==> config.mk <==
export PLATFORM = sky130hd
export DESIGN_NAME = fpu_wb_regs_flat
export DESIGN_NICKNAME = d
export VERILOG_FILES = /design/src/rtl/fpu_wb_regs_if.sv /design/src/rtl/fpu_wb_regs.sv /design/src/flat_wrapper.sv
export SDC_FILE = /design/constraint.sdc
export NUM_CORES = 1
export LEC_CHECK = 0
export BUFFER_PORTS_ARGS = -buffer_cell sky130_fd_sc_hd__buf_2
export CAP_MARGIN = 10
export CORE_UTILIZATION = 50
export CTS_BUF_LIST = sky130_fd_sc_hd__clkbuf_2 sky130_fd_sc_hd__clkbuf_4 sky130_fd_sc_hd__clkbuf_8
export DETAILED_ROUTE_END_ITERATION = 10
export PLACE_DENSITY_LB_ADDON = 0.2
export SETUP_SLACK_MARGIN = 0.3
export SKIP_LAST_GASP = 1
export SLEW_MARGIN = 25
export SYNTH_ARGS = -nofsm -noshare
export SYNTH_HDL_FRONTEND = slang
export SYNTH_SLANG_ARGS = --single-unit
export TNS_END_PERCENT = 20
==> constraint.sdc <==
create_clock -name wb_clk_i -period 2.6 [get_ports wb_clk_i]
set_clock_uncertainty 0.05 [all_clocks]
set_input_delay 0.52 -clock wb_clk_i [delete_from_list [all_inputs] [get_ports wb_clk_i]]
set_output_delay 0.52 -clock wb_clk_i [all_outputs]
set_load 0.05 [all_outputs]
==> src/rtl/fpu_wb_regs_if.sv <==
// Wishbone slave bus bundle between the management-core bus and the FPU register block.
interface fpu_wb_regs_if;
    logic        wbs_stb_i;
    logic        wbs_cyc_i;
    logic        wbs_we_i;
    logic [3:0]  wbs_sel_i;
    logic [31:0] wbs_adr_i;
    logic [31:0] wbs_dat_i;
    logic        wbs_ack_o;
    logic [31:0] wbs_dat_o;

    modport master (
        output wbs_stb_i, wbs_cyc_i, wbs_we_i, wbs_sel_i, wbs_adr_i, wbs_dat_i,
        input  wbs_ack_o, wbs_dat_o
    );

    modport slave (
        input  wbs_stb_i, wbs_cyc_i, wbs_we_i, wbs_sel_i, wbs_adr_i, wbs_dat_i,
        output wbs_ack_o, wbs_dat_o
    );
endinterface

==> src/rtl/fpu_wb_regs.sv <==
// Wishbone register block fronting the FPU: operands, op issue, result/flag capture.
// Defining FPU_WB_IRQ_EN adds the irq output and the CTRL irq_en bit.
//
// state | meaning
// IDLE  | waiting for an OPERATION write with valid=1
// ISSUE | op latched; start pulse is registered out on the following cycle
// WAIT  | pulse issued; waiting for fpu_valid_i to capture result and flags
module fpu_wb_regs #(
    parameter logic [31:0] BASE_ADR = 32'h3000_0000
) (
    input  logic         wb_clk_i,
    input  logic         rst_l,
    fpu_wb_regs_if.slave wbs,
    output logic [31:0]  fpu_a,
    output logic [31:0]  fpu_b,
    output logic [31:0]  fpu_c,
    output logic [2:0]   fpu_rm,
    output logic [11:0]  fpu_op,
    output logic         fpu_valid_o,
    input  logic [31:0]  fpu_result,
    input  logic [4:0]   fpu_flags,
    input  logic         fpu_valid_i
`ifdef FPU_WB_IRQ_EN
    ,
    output logic         irq
`endif
);

    typedef enum logic [1:0] {
        S_IDLE  = 2'd0,
        S_ISSUE = 2'd1,
        S_WAIT  = 2'd2
    } state_t;

    state_t      state;
    logic        ack_q;
    logic [31:0] dat_q;
    logic        valid_q;
    logic [31:0] reg_a, reg_b, reg_c, reg_result;
    logic [4:0]  reg_flags;
    logic [2:0]  reg_rm;
    logic [11:0] reg_op;
    logic        op_valid;
    logic        done;
    logic        err;
    logic        irq_en;

    logic        req;
    logic        wr;
    logic        busy;
    logic        op_go;
    logic [7:0]  offset;
    logic [3:0]  sel;
    logic [31:0] dat;
    logic [11:0] op_new;
    logic [31:0] rdata;

    function automatic logic [31:0] lane_merge(input logic [31:0] cur,
                                               input logic [31:0] nxt,
                                               input logic [3:0]  lanes);
        logic [31:0] res;
        res = cur;
        for (int i = 0; i < 4; i++) begin
            if (lanes[i]) res[8*i +: 8] = nxt[8*i +: 8];
        end
        return res;
    endfunction

    // ack_q gating keeps ack from ever asserting two cycles running
    assign req    = wbs.wbs_stb_i & wbs.wbs_cyc_i &
                    (wbs.wbs_adr_i[31:8] == BASE_ADR[31:8]) & ~ack_q;
    assign wr     = req & wbs.wbs_we_i;
    assign offset = wbs.wbs_adr_i[7:0];
    assign sel    = wbs.wbs_sel_i;
    assign dat    = wbs.wbs_dat_i;
    assign busy   = (state != S_IDLE);
    assign op_new = {sel[1] ? dat[11:8] : reg_op[11:8], sel[0] ? dat[7:0] : reg_op[7:0]};
    assign op_go  = sel[1] & dat[12];

    always_comb begin
        rdata = '0;
        case (offset)
            8'h00:   rdata = reg_a;
            8'h04:   rdata = reg_b;
            8'h08:   rdata = reg_c;
            8'h0C:   rdata = reg_result;
            8'h10:   rdata = {27'd0, reg_flags};
            8'h14:   rdata = {29'd0, err, done, busy};
            8'h18:   rdata = {31'd0, irq_en};
            8'h1C:   rdata = {19'd0, op_valid, reg_op};
            8'h24:   rdata = {29'd0, reg_rm};
            default: rdata = '0;
        endcase
    end

    always_ff @(posedge wb_clk_i) begin
        if (!rst_l) begin
            state      <= S_IDLE;
            ack_q      <= 1'b0;
            dat_q      <= '0;
            valid_q    <= 1'b0;
            reg_a      <= '0;
            reg_b      <= '0;
            reg_c      <= '0;
            reg_result <= '0;
            reg_flags  <= '0;
            reg_rm     <= '0;
            reg_op     <= '0;
            op_valid   <= 1'b0;
            done       <= 1'b0;
            err        <= 1'b0;
`ifdef FPU_WB_IRQ_EN
            irq_en     <= 1'b0;
            irq        <= 1'b0;
`endif
        end else begin
            ack_q    <= req;
            dat_q    <= (req && !wbs.wbs_we_i) ? rdata : '0;
            op_valid <= 1'b0;
            valid_q  <= 1'b0;
            if (wr) begin
                case (offset)
                    8'h00: reg_a <= lane_merge(reg_a, dat, sel);
                    8'h04: reg_b <= lane_merge(reg_b, dat, sel);
                    8'h08: reg_c <= lane_merge(reg_c, dat, sel);
                    8'h18: begin
                        if (sel[0] && dat[1]) begin
                            done <= 1'b0;
                            err  <= 1'b0;
                        end
`ifdef FPU_WB_IRQ_EN
                        if (sel[0]) irq_en <= dat[0];
`endif
                    end
                    8'h1C: begin
                        if (!busy) begin
                            reg_op <= op_new;
                            if (op_go) begin
                                op_valid <= 1'b1;
                                done     <= 1'b0;
                                state    <= S_ISSUE;
                            end
                        end else if (op_go) begin
                            err <= 1'b1;
                        end else begin
                            reg_op <= op_new;
                        end
                    end
                    8'h24: if (sel[0]) reg_rm <= dat[2:0];
                    default: ;
                endcase
            end
            // completion is evaluated after the bus write so a same-cycle clear cannot lose it
            case (state)
                S_IDLE: ;
                S_ISSUE: begin
                    valid_q <= 1'b1;
                    state   <= S_WAIT;
                end
                S_WAIT: begin
                    if (fpu_valid_i) begin
                        reg_result <= fpu_result;
                        reg_flags  <= fpu_flags;
                        done       <= 1'b1;
                        state      <= S_IDLE;
                    end
                end
                default: state <= S_IDLE;
            endcase
`ifdef FPU_WB_IRQ_EN
            irq <= done & irq_en;
`endif
        end
    end

`ifndef FPU_WB_IRQ_EN
    assign irq_en = 1'b0;
`endif

    assign wbs.wbs_ack_o = ack_q;
    assign wbs.wbs_dat_o = dat_q;
    assign fpu_a         = reg_a;
    assign fpu_b         = reg_b;
    assign fpu_c         = reg_c;
    assign fpu_rm        = reg_rm;
    assign fpu_op        = reg_op;
    assign fpu_valid_o   = valid_q;

endmodule

==> src/flat_wrapper.sv <==
// flat-port wrapper written by rule: the top's interface ports become plain ports
module fpu_wb_regs_flat 
#(
    parameter logic [31:0] BASE_ADR = 32'h3000_0000
)
  (wb_clk_i, rst_l, fpu_a, fpu_b, fpu_c, fpu_rm, fpu_op, fpu_valid_o, fpu_result, fpu_flags, fpu_valid_i, wbs_wbs_stb_i, wbs_wbs_cyc_i, wbs_wbs_we_i, wbs_wbs_sel_i, wbs_wbs_adr_i, wbs_wbs_dat_i, wbs_wbs_ack_o, wbs_wbs_dat_o);
  fpu_wb_regs_if wbs_i ();
  input  logic wb_clk_i;
  input  logic rst_l;
  output logic [31:0] fpu_a;
  output logic [31:0] fpu_b;
  output logic [31:0] fpu_c;
  output logic [2:0] fpu_rm;
  output logic [11:0] fpu_op;
  output logic fpu_valid_o;
  input  logic [31:0] fpu_result;
  input  logic [4:0] fpu_flags;
  input  logic fpu_valid_i;
  input wire logic [$bits(wbs_i.wbs_stb_i)-1:0] wbs_wbs_stb_i;
  input wire logic [$bits(wbs_i.wbs_cyc_i)-1:0] wbs_wbs_cyc_i;
  input wire logic [$bits(wbs_i.wbs_we_i)-1:0] wbs_wbs_we_i;
  input wire logic [$bits(wbs_i.wbs_sel_i)-1:0] wbs_wbs_sel_i;
  input wire logic [$bits(wbs_i.wbs_adr_i)-1:0] wbs_wbs_adr_i;
  input wire logic [$bits(wbs_i.wbs_dat_i)-1:0] wbs_wbs_dat_i;
  output wire logic [$bits(wbs_i.wbs_ack_o)-1:0] wbs_wbs_ack_o;
  output wire logic [$bits(wbs_i.wbs_dat_o)-1:0] wbs_wbs_dat_o;
  assign wbs_i.wbs_stb_i = wbs_wbs_stb_i;
  assign wbs_i.wbs_cyc_i = wbs_wbs_cyc_i;
  assign wbs_i.wbs_we_i = wbs_wbs_we_i;
  assign wbs_i.wbs_sel_i = wbs_wbs_sel_i;
  assign wbs_i.wbs_adr_i = wbs_wbs_adr_i;
  assign wbs_i.wbs_dat_i = wbs_wbs_dat_i;
  assign wbs_wbs_ack_o = wbs_i.wbs_ack_o;
  assign wbs_wbs_dat_o = wbs_i.wbs_dat_o;
  fpu_wb_regs #(.BASE_ADR(BASE_ADR)) u_core (.wb_clk_i(wb_clk_i), .rst_l(rst_l), .wbs(wbs_i), .fpu_a(fpu_a), .fpu_b(fpu_b), .fpu_c(fpu_c), .fpu_rm(fpu_rm), .fpu_op(fpu_op), .fpu_valid_o(fpu_valid_o), .fpu_result(fpu_result), .fpu_flags(fpu_flags), .fpu_valid_i(fpu_valid_i));
endmodule
# ---- After elaboration in Yosys (flattened, before gate mapping)
# Cells that the tools add are included.
dict set report totals {
  ff_bits 187
  latch_bits 0
  ramBits 0
  romBits 0
  in_bits 111
  out_inout_bits 145
  word_cells 96
  n_memories 0
}
dict set report classes {
  add_sub_neg 0
  multipliers 0
  div 0
  magnitude_cmp 0
  n_eq_ne 15
  shift 0
  mux 24
  bitwise_logic 9
  n_reduce_logical 25
}
# operator n
set ops {}
lappend ops {{case mux 32 bit (8 select lines)} 1}
lappend ops {{AND reduction 3 bit} 14}
lappend ops {{equality test 8 x 5 -> 1 bit, second input constant} 4}
lappend ops {{equality test 24 x 22 -> 1 bit, second input constant} 1}
lappend ops {{two-way mux 12 bit} 2}
lappend ops {{equality test 8 x 4 -> 1 bit, second input constant} 2}
lappend ops {{two-way mux 1 bit} 11}
lappend ops {{two-way mux 2 bit} 5}
lappend ops {{equality test 8 x 3 -> 1 bit, second input constant} 1}
lappend ops {{equality test 8 x 6 -> 1 bit, second input constant} 1}
lappend ops {{zero test 8 bit} 1}
lappend ops {{two-way mux 8 bit} 1}
lappend ops {{inequality test 2 x 1 -> 1 bit, second input constant} 3}
lappend ops {{case mux 2 bit (3 select lines)} 1}
lappend ops {{bitwise AND 1 bit} 5}
lappend ops {{AND reduction 5 bit} 1}
lappend ops {{two-way mux 4 bit} 1}
lappend ops {{NOT 1 bit} 4}
lappend ops {{case mux 1 bit (2 select lines)} 2}
lappend ops {{AND reduction 2 bit} 2}
lappend ops {{nonzero test 2 bit} 2}
lappend ops {{OR reduction 4 bit} 1}
lappend ops {{equality test 2 x 1 -> 1 bit, second input constant} 1}
lappend ops {{equality test 2 bit, second input constant} 1}
lappend ops {{other kinds (4)} 5}

# ---- Longest topological paths before layout
# Gate-level depths: netlist (run 1).
dict set report logic_depth {
  depth_word 7
  mapped_depth 7
  mapped_depth_nobuf 4
}

# ---- Least setup slack after synthesis (run 1)
# No wires, ideal clock.
dict set report synth_path {
  kind {input-to-reg}
  from {input wbs_wbs_adr_i[16]}
  to {register u_core.reg_a[24], in the netlist u_core.fpu_a[24]}
  setup_ns 0.072
  t_arrival_ns 2.187
  required_ns 2.478
  setup_slack_ns 0.291
  cell_stages 5
  path_cell_list {nor4_4 nand4_4 buf_6 nor4_4 mux2i_1}
}
dict set report synth_between {
  elab_chain_cells 5
}
# element line_no
set synth_lines {}
lappend synth_lines {{start: declaration} flat_wrapper.sv:23} ;# input wire logic [$bits(wbs_i.wbs_adr_i)-1:0] wbs_wbs_adr_i;
lappend synth_lines {{equality test 24 x 22 -> 1 bit} fpu_wb_regs.sv:71} ;# (wbs.wbs_adr_i[31:8] == BASE_ADR[31:8]) & ~ack_q;
lappend synth_lines {{bitwise AND 1 bit} fpu_wb_regs.sv:70} ;# assign req = wbs.wbs_stb_i & wbs.wbs_cyc_i &
lappend synth_lines {{bitwise AND 1 bit} fpu_wb_regs.sv:71}
lappend synth_lines {{bitwise AND 1 bit} fpu_wb_regs.sv:72} ;# assign wr = req & wbs.wbs_we_i;
lappend synth_lines {{AND reduction 3 bit (no source line)} -}
lappend synth_lines {{end signal: assignment} fpu_wb_regs.sv:123} ;# 8'h00: reg_a <= lane_merge(reg_a, dat, sel);
lappend synth_lines {{end: declaration} fpu_wb_regs.sv:39} ;# logic [31:0] reg_a, reg_b, reg_c, reg_result;
# No other way between the ends.
# A chain may end at the register's enable or synchronous reset.

# ---- Worst setup path after layout (run 1)
dict set report layout_path {
  from {input wbs_wbs_adr_i[3]}
  to {register u_core.reg_a[4], in the netlist u_core.fpu_a[4]}
}
dict set report layout_between {
  elab_chain_cells 2
}
# element line_no
set layout_lines {}
lappend layout_lines {{zero test 8 bit} fpu_wb_regs.sv:122} ;# case (offset)
lappend layout_lines {{AND reduction 3 bit (no source line)} -}
# No other way between the ends.

==> results of run 1 <==
final cells by class:
cell class | count | area [µm²]
clock buffers | 22 | 284
flip-flops and latches | 187 | 3740
diodes | 1 | 2.50
well taps | 211 | 264
multi-input cells | 590 | 4090
fillers | 1315 | 5210
clock inverters | 7 | 141
inverters | 3 | 11.3
repair buffers | 301 | 1670
sequential cells by signal, indices dropped and copies added (netlist names):
name                  count
u_core.done               1
u_core.state              2
u_core.fpu_b             32
u_core.wbs.wbs_ack_o      1
u_core.reg_flags          5
u_core.fpu_valid_o        1
u_core.err                1
u_core.fpu_c             32
u_core.wbs.wbs_dat_o     32
u_core.op_valid           1
u_core.fpu_a             32
u_core.fpu_op            12
u_core.reg_result        32
u_core.fpu_rm             3
per-layer routing:
layer,global-route usage (%),routed length [µm],up-vias
li1,-,-,3511
met4,8.72,315,0
met3,5.07,1890,29
met1,38.8,10400,3507
met2,48.4,11800,384
met5,0,0,-
worst max-delay path, stage by stage:
cell	delay (ps)
buf_2	180
nor4_1	520
nand2_1	370
nor4_4	280
buf_4	240
mux2i_1	210
cell families after synthesis:
kind of cell / Yosys count / share of synthesized area [%]
and+or+nand+nor: 338 / 22.9
buffers and inverters: 61 / 3.16
DFF: 187 / 46.6
AOI/OAI and AO/OA: 125 / 11.4
muxes: 127 / 16.0
where the power goes:
part,total (mW),switching [mW],internal [mW]
sequential,2.86,0.000000000361,2.86
combinational,0.292,0.187,0.106
clock,2.09,0.974,1.12
total,5.24,1.16,4.08
Yosys cell counts, types with 2 or more instances:
| master | n |
|---|---|
| a211oi_1 | 9 |
| a21oi_1 | 40 |
| a221oi_1 | 5 |
| a222oi_1 | 11 |
| a22o_1 | 15 |
| a22oi_1 | 15 |
| a2bb2oi_1 | 4 |
| a311oi_1 | 9 |
| a32o_1 | 3 |
| a32oi_1 | 4 |
| and2_1 | 5 |
| and3_1 | 2 |
| buf_1 | 5 |
| buf_2 | 5 |
| buf_6 | 2 |
| clkbuf_1 | 45 |
| dfxtp_1 | 187 |
| inv_1 | 2 |
| mux2_2 | 9 |
| mux2i_1 | 118 |
| nand2_1 | 245 |
| nand2_2 | 2 |
| nand2b_1 | 2 |
| nand3_1 | 6 |
| nand4_4 | 2 |
| nor2_1 | 6 |
| nor2b_1 | 3 |
| nor3_1 | 23 |
| nor4_1 | 3 |
| nor4_4 | 20 |
| nor4b_1 | 3 |
| o21ai_0 | 2 |
| or2_2 | 2 |
| or4_1 | 2 |
metrics by stage:
stage,std cells,power [mW]
finish,1322,5.24
global route,1322,5.40
CTS,1321,5.26
detailed placement,1292,3.22
global placement,1292,3.22
floorplan,838,3.05
worst max path at each step:
stage,endpoint,slack (ps),cells after the start
after global routing,u_core.fpu_a[4],510,6
after global placement,u_core.fpu_a[11],120,6
final,u_core.fpu_a[4],610,6
after detailed placement,u_core.fpu_a[4],150,6
after CTS,u_core.fpu_a[4],620,6
after floorplan,u_core.fpu_c[16],290,5
layout by cell type, fill, tap and decap left out, types with 3 or more instances in the layout:
cell type | Yosys | final
a32oi_1 | 4 | 4
dfxtp_1 | 187 | 187
nor2b_1 | 3 | 3
clkbuf_8 | 0 | 19
a21oi_1 | 40 | 40
mux2i_1 | 118 | 118
a2bb2oi_1 | 4 | 4
mux2_2 | 9 | 9
buf_2 | 5 | 254
clkbuf_4 | 0 | 3
nor2_1 | 6 | 6
bufinv_16 | 0 | 4
buf_4 | 1 | 43
nand3_1 | 6 | 6
nor4_1 | 3 | 3
a22oi_1 | 15 | 15
nand2_1 | 245 | 245
a22o_1 | 15 | 15
a211oi_1 | 9 | 9
nor3_1 | 23 | 22
a311oi_1 | 9 | 9
nor4_4 | 20 | 20
a222oi_1 | 11 | 11
buf_12 | 0 | 4
and2_1 | 5 | 5
a32o_1 | 3 | 3
a221oi_1 | 5 | 5
==> summary.txt, run 1 <==
Setup path
  – Crit path kind: input port to register
  – Critical path data required time: 2940 ps
  – Maximum fanout along the worst path: 12
  – Critical path capture point type: register
  – R2R cell count: 5
  – Worst Path Arrival: about 2300 ps
  – Setup crit start kind: input port
  – RR Startpoint: u_core.wbs.wbs_ack_o
  – Worst Setup SP: wbs_wbs_adr_i[3]
  – FF-to-FF End: u_core.fpu_op[11]
  – FF-to-FF setup slack: 720 ps

Floorplan
  – Starting Density: 52.1%
  – # rows: 45
  – Core area: around 15000 µm²
  – Chip height: 129 µm
  – Die W: 129 µm
  – Die Area: about 17000 µm²
  – IO Pins: ~260

Synth
  – Syn Inst Count: about 840
  – Synth area leaders: dfxtp_1, mux2i_1, nand2_1, nor4_4, a21oi_1
  – Leading area contributor after synthesis: dfxtp_1
  – Syn Nets: 949
  – Syn. warnings: 0
  – Synth async-reset ratio: 0%
  – Seq/Total Area, Yosys: 46.6%
  – Unique masters post-synth: 56
  – Post-synth EDFFs: 0
  – Most used flip-flop cell after synthesis: dfxtp_1
  – Share of the synthesized area in the top cell type: 46.6%
  – Flops & latches, synth: approximately 190
  – Syn Area/Cell: 9.59 µm²
  – Cell Area, Synth: 8040 µm²

STA
  – FMAX: just over 500 MHz
  – Final Slew Violations: 0
  – Slew Limit Headroom: a little under a third
  – Hold Vio Cnt, Final: 0
  – Final TNS setup: 0 ps
  – Final Cycle Share: 76.4%
  – Worst hold slack: 233 ps
  – RSZ-0062 raised after global routing: no
  – Worst-Margin Slew: 1020 ps
  – # setup viols final: 0
  – Setup WS post-layout: between 600 and 700 ps
  – Final Critical Period: slightly below 2000 ps

Clock network
  – CTS resizes: 0
  – H-tree depth: 4
  – Clock Path Buffers: 2
  – Worst-Skew Late Latency: ~460 ps
  – Hold_buf cts: 0
  – Cts bufs inserted: 17
  – Setup repair bufs after CTS: 0
  – Clk slew on worst S/H paths: ~90 ps
  – CTS tree: built
  – Clk sinks: 187
  – Clk root buf: clkbuf_8

Drt
  – Drt wl/cell: 18.5 µm
  – DRC violations left: 0
  – 1st-iter DRT viols: 690
  – Final wirelength: 24.4 mm
  – ANT nets after route: 0
  – Vias: ~7400
  – Vias per cell: 5.62
  – DR pass1 iterations: 5

Flow run
  – Max-cap viol count: 0

Layout
  – Core Util, Final: 66.2%
  – Layout cells sized above 1: 33.9%
  – Final instance area: approximately 10000 µm²
  – Area Overhead vs Synth: 27.1%
  – Final #Nets: roughly 1200

Global routing
  – Vias in the first global route: 6696
  – Total grt overflow: 0
  – Total GRT Usage: between 20% and 30%
  – Largest net degree at the start of global routing: 146
  – First-pass GRT wire length: 36.6 mm
  – Initial antenna violation count: 1

Worst hold path
  – Hold Crit Start: fpu_result[1]
  – Hold Path Stages: 3
  – Worst Hold Class: input port to register
  – Hold endpoint: u_core.reg_result[1]

Power and ir drop
  – PD cells: 513 nW/µm²
  – Worst-case vdd ir drop: 339 µV
  – Leakage: 4.18 nW

Placed design
  – Dpl cell area: 9790 µm²
  – Routability Congestion: roughly 0.83
  – Setup Slack @ Placement: 148 ps
  – Number of port buffers: 255
  – Detailed placement HPWL: 17.2 mm

Status
  – Status: finished clean
No activity file was read; power rests on OpenSTA's default activity.
==> inputs of run 2 (changes only) <==
clock period = 2 ns   (was 2.6 ns; I/O delays follow)
==> run 2 against run 1 <==
Hold slack worse by 120 ps. Critical path depth unchanged. Non-clock buffer count rose by 38. Die area stayed put. Sequential share of layout area decreased by 1.6 points. Register-to-register slack worse by 520 ps. Via count rose by 1.7%. Global-route usage grew 0.84 points. First-iteration DRC count up 5.1%. Cell count rose by 3.0%. Sequential power rose by 30%. Critical endpoint is now u_core.fpu_b[14].
==> summary.txt, run 2 (synthesis results as in run 1) <==
Power and ir drop
  – Seq pwr share: 55.6%
  – Worst-case vdd ir drop: 431 µV
  – Comb pwr share: 6.1%
  – Clock power frac: between 30% and 40%
  – Switch share: 23.6%
  – Leakage: approximately 4.4 nW
  – P_int: 5.11 mW
  – Psw: about 1.6 mW
  – PD cells: approximately 630 nW/µm²
  – Power, Total: ~6.7 mW

Setup path
  – Critical path capture point type: register
  – Crit path kind: register to register
  – CP max stage delay: around 350 ps
  – Slowest CP cell: dfxtp_2
  – Maximum fanout along the worst path: 17
  – Critical path data required time: between 2000 and 2500 ps
  – Critical path buffer and inverter count: 2
  – Worst Path Arrival: about 2100 ps
  – Crit-path cells: nor4_4, nand4_4, buf_12, nor4_4, buf_4, mux2i_1
  – RR Startpoint: u_core.wbs.wbs_ack_o
  – Most frequent CP cell: nor4_4
  – Worst Setup SP: u_core.wbs.wbs_ack_o
  – Setup crit start kind: register
  – CP delay by family, top: simple AND/OR/NAND/NOR gates

Global routing
  – Largest net degree at the start of global routing: about 150
  – Initial antenna violation count: 0
  – First-pass GRT wire length: 37.6 mm
  – Total GRT Usage: between 30% and 40%
  – Total grt overflow: 0
  – Vias in the first global route: 7079

STA
  – Slew Limit Headroom: 51.8%
  – Worst hold slack: 113 ps
  – Worst-Margin Slew: 723 ps
  – Final Cycle Share: about 90%
  – Final Slew Violations: 0
  – Final TNS setup: 0 ps
  – RSZ-0062 raised after global routing: yes
  – Hold Vio Cnt, Final: 0
  – FMAX: 557 MHz
  – Final Critical Period: 1800 ps
  – # setup viols final: 0

Status
  – Status: finished clean

Placed design
  – Number of port buffers: 255
  – Dpl cell area: around 10000 µm²
  – Cells after DPL: between 1000 and 1500
  – Detailed placement HPWL: 18.0 mm
  – Routability Congestion: 0.842

Floorplan
  – Die W: 129 µm
  – # rows: 45
  – Die Area: 16600 µm²
  – IO Pins: 256
  – Starting Density: 52.1%
  – Chip height: 129 µm
  – Core area: 15400 µm²

Drt
  – Drt wl/cell: 18.3 µm
  – DRC violations left: 0
  – Final wirelength: 24.9 mm
  – Routed met2 length: about 12 mm
  – Met3 wire length: 1.82 mm
  – ANT nets after route: 0
  – DR pass1 iterations: 8
  – Vias: ~7600
  – 1st-iter DRT viols: 725
  – Max layer used: met4
  – Vias per cell: roughly 5.5
  – Wire length on met1: approximately 11 mm

Layout
  – Antenna cells: 0
  – Non-Filler Instances: 1362
  – Most frequent cells in the layout: buf_2, nand2_1, dfxtp_1
  – Fillcell total: 1257
  – Final instance area: approximately 11000 µm²
  – Most common cell after layout, fill and taps aside: buf_2
  – Area Overhead vs Synth: 33.1%
  – Final #Nets: 1249
  – Layout cells sized above 1: 36.4%

Clock network
  – H-tree depth: 4
  – Worst-Skew Late Latency: 460 ps
  – Clk sinks: 187
  – Clock Path Buffers: 2
  – Cts bufs inserted: 17
  – CTS tree: built
  – Clk slew on worst S/H paths: 90 ps
  – Clk root buf: clkbuf_8
  – Hold_buf cts: 0

Flow run
  – Max-cap viol count: 0

Worst hold path
  – Worst Hold Class: input port to register
  – Hold Crit Start: fpu_flags[1]
==> run 2: repair_timing <==
item / in CTS / in global routing
buffers inserted: 0 / 1
pin swaps: 1 / 5
setup endpoints to repair: 95 / 128
resized for setup: 0 / 1
==> run 2: power groups by stage <==
| stage | sequential (mW) | clock [mW] | combinational (mW) |
|---|---|---|---|
| after CTS | 3.72 | 2.60 | 0.404 |
| final | 3.72 | 2.57 | 0.408 |
| after global placement | 3.81 | 0 | 0.399 |
| after global routing | 3.72 | 2.76 | 0.434 |
| after detailed placement | 3.81 | 0 | 0.403 |
| after floorplan | 3.81 | 0 | 0.163 |
==> run 2: path summary, 6_finish.rpt <==
| path | end | slack [ps] | depth (start not counted) |
|---|---|---|---|
| setup reg to reg | u_core.fpu_b[14] | 200 | 6 |
| setup / recovery | u_core.fpu_b[14] | 200 | 6 |
| hold reg to reg | u_core.reg_flags[1] | 400 | 2 |
| hold / removal | u_core.reg_flags[1] | 110 | 3 |
==> run 2: metal layers <==
layer	up-vias	GRT usage, %
li1	3582	-
met2	345	51.1
met1	3596	39.0
met3	34	4.78
met4	0	9.48
met5	-	0
==> run 2: cell type report <==
cell class | count | area [µm²] | share of cell area [%]
multi-input combinational | 590 | 4100 | 38.3
clock inverter | 10 | 115 | 1.08
sequential | 187 | 3740 | 35.0
tap | 211 | 264 | 2.47
inverter | 3 | 11.3 | 0.105
timing repair buffer | 339 | 2170 | 20.3
clock buffer | 22 | 290 | 2.71
==> run 2: through the flow <==
step,worst slack (ps),utilization (%)
2_1_floorplan,-176,-
3_3_place_gp,-125,66.6
3_5_place_dp,-156,66.6
4_1_cts,179,69.3
5_1_grt,115,69.3
6_report,205,69.3
==> run 2: worst reg2reg max path, cell delays in order, from the launching register on <==
cell	delay, ps
dfxtp_2	350
nor4_4	200
nand4_4	180
buf_12	210
nor4_4	340
buf_4	210
mux2i_1	190
==> inputs of run 3 (changes only) <==
REMOVE_ABC_BUFFERS = 1   (was not set)
==> run 3 against run 2 <==
Hold slack worse by 18 ps. Total power grew 0.96%. Maximum frequency is 1.1% higher. Core utilization is 0.057 points higher. Critical endpoint is now u_core.fpu_c[20]. Highest routed layer is now met5.
==> summary.txt, run 3 (synthesis results as in run 1) <==
Status
  – Status: finished clean

STA
  – Final Critical Period: about 1800 ps
  – Final Cycle Share: 88.7%
  – Worst-Margin Slew: 516 ps
  – Slew Limit Headroom: 65.4%
  – Final Slew Violations: 0
  – Final TNS setup: 0 ps
  – RSZ-0062 raised after global routing: yes
  – Setup WS post-layout: 225 ps
  – # setup viols final: 0
  – Hold Vio Cnt, Final: 0
  – FMAX: approximately 560 MHz
  – Worst hold slack: roughly 95 ps

Global routing
  – Largest net degree at the start of global routing: 77
  – Vias in the first global route: 7257
  – Initial antenna violation count: 3
  – First-pass GRT wire length: 39.0 mm
  – Total grt overflow: 0
  – Total GRT Usage: 31.1%

Layout
  – Core Util, Final: a little over two thirds
  – Layout cells sized above 1: 36.2%
  – Non-Filler Instances: 1364
  – Area Overhead vs Synth: 33.2%
  – Final instance area: 10700 µm²
  – Most frequent cells in the layout: buf_2, nand2_1, dfxtp_1
  – Final #Nets: roughly 1200
  – Most common cell after layout, fill and taps aside: buf_2

Placed design
  – Dpl cell area: 10300 µm²
  – Routability Congestion: 0.829
  – Detailed placement HPWL: 18.4 mm
  – Setup Slack @ Placement: -128 ps
  – Cells after DPL: 1330
  – Number of port buffers: approximately 260

Worst hold path
  – Worst Hold Class: input port to register
  – Hold Crit Start: fpu_result[9]

Setup path
  – Critical path capture point type: register
  – Worst Setup SP: u_core.wbs.wbs_ack_o
  – RR Startpoint: u_core.wbs.wbs_ack_o
  – Worst Path Arrival: 2120 ps
  – FF-to-FF setup slack: 230 ps
  – Setup crit start kind: register
  – Maximum fanout along the worst path: 17
  – Critical path data required time: between 2000 and 2500 ps
  – Crit path kind: register to register

Power and ir drop
  – PD cells: 631 nW/µm²
  – Worst-case vdd ir drop: 436 µV
  – Power, Total: 6.76 mW
  – Leakage: about 4.4 nW

Clock network
  – H-tree depth: 4
  – CTS tree: built
  – Clk sinks: 187
  – Clk root buf: clkbuf_8
  – Cts bufs inserted: 17
  – Worst-Skew Late Latency: 480 ps
  – Setup repair bufs after CTS: 0
  – Clk slew on worst S/H paths: 100 ps
  – Clock Path Buffers: 2

Drt
  – Vias per cell: 5.55
  – Vias: 7564
  – Final wirelength: 25.3 mm
  – Drt wl/cell: around 19 µm
  – ANT nets after route: 0
  – DR pass1 iterations: 7
  – 1st-iter DRT viols: roughly 660
  – DRC violations left: 0

Floorplan
  – Die W: about 130 µm
  – IO Pins: ~260
  – Core area: 15400 µm²
  – Chip height: 129 µm
  – Starting Density: 52.1%
  – Die Area: 16600 µm²
  – # rows: 45

Flow run
  – Max-cap viol count: 0
run 3: path summary, 6_finish.rpt:
kind | to | depth (start not counted)
min reg2reg | u_core.reg_flags[1] | 2
max reg2reg | u_core.fpu_c[20] | 6
min | u_core.reg_result[9] | 3
max | u_core.fpu_c[20] | 6
run 3: cell type report:
cell class,instances,area (µm²)
inverter,3,11.3
sequential,187,3740
multi-input combinational,590,4090
tap,211,264
fill,1264,4720
antenna,2,5.00
timing repair buffer,339,2180
clock buffer,21,283
clock inverter,11,130
run 3: power by group:
part / internal [mW] / total (mW) / switching, mW
clock: 1.24 / 2.62 / 1.38
sequential: 3.72 / 3.72 / 0.000000000521
combinational: 0.160 / 0.414 / 0.254
run 3: worst max-delay path: stages (launching register included):
cell and delay, ps:
dfxtp_1 350, nor4_4 200, nand4_4 160, buf_12 220, nor4_4 330, buf_12 180
mux2i_1 200
run 3: what timing repair did:
item                                    CTS  global route
resized for setup                         2             0
pin swaps                                 0             3
endpoints found under the setup margin  116           120
hold buffers                              0             0
run 3: metal layers:
layer / vias up / wire length [µm] / global-route usage [%]
met5: - / 13 / 0
met4: 2 / 451 / 11.8
met3: 46 / 1790 / 6.11
met2: 347 / 12100 / 52.4
met1: 3578 / 10900 / 39.3
li1: 3591 / - / -
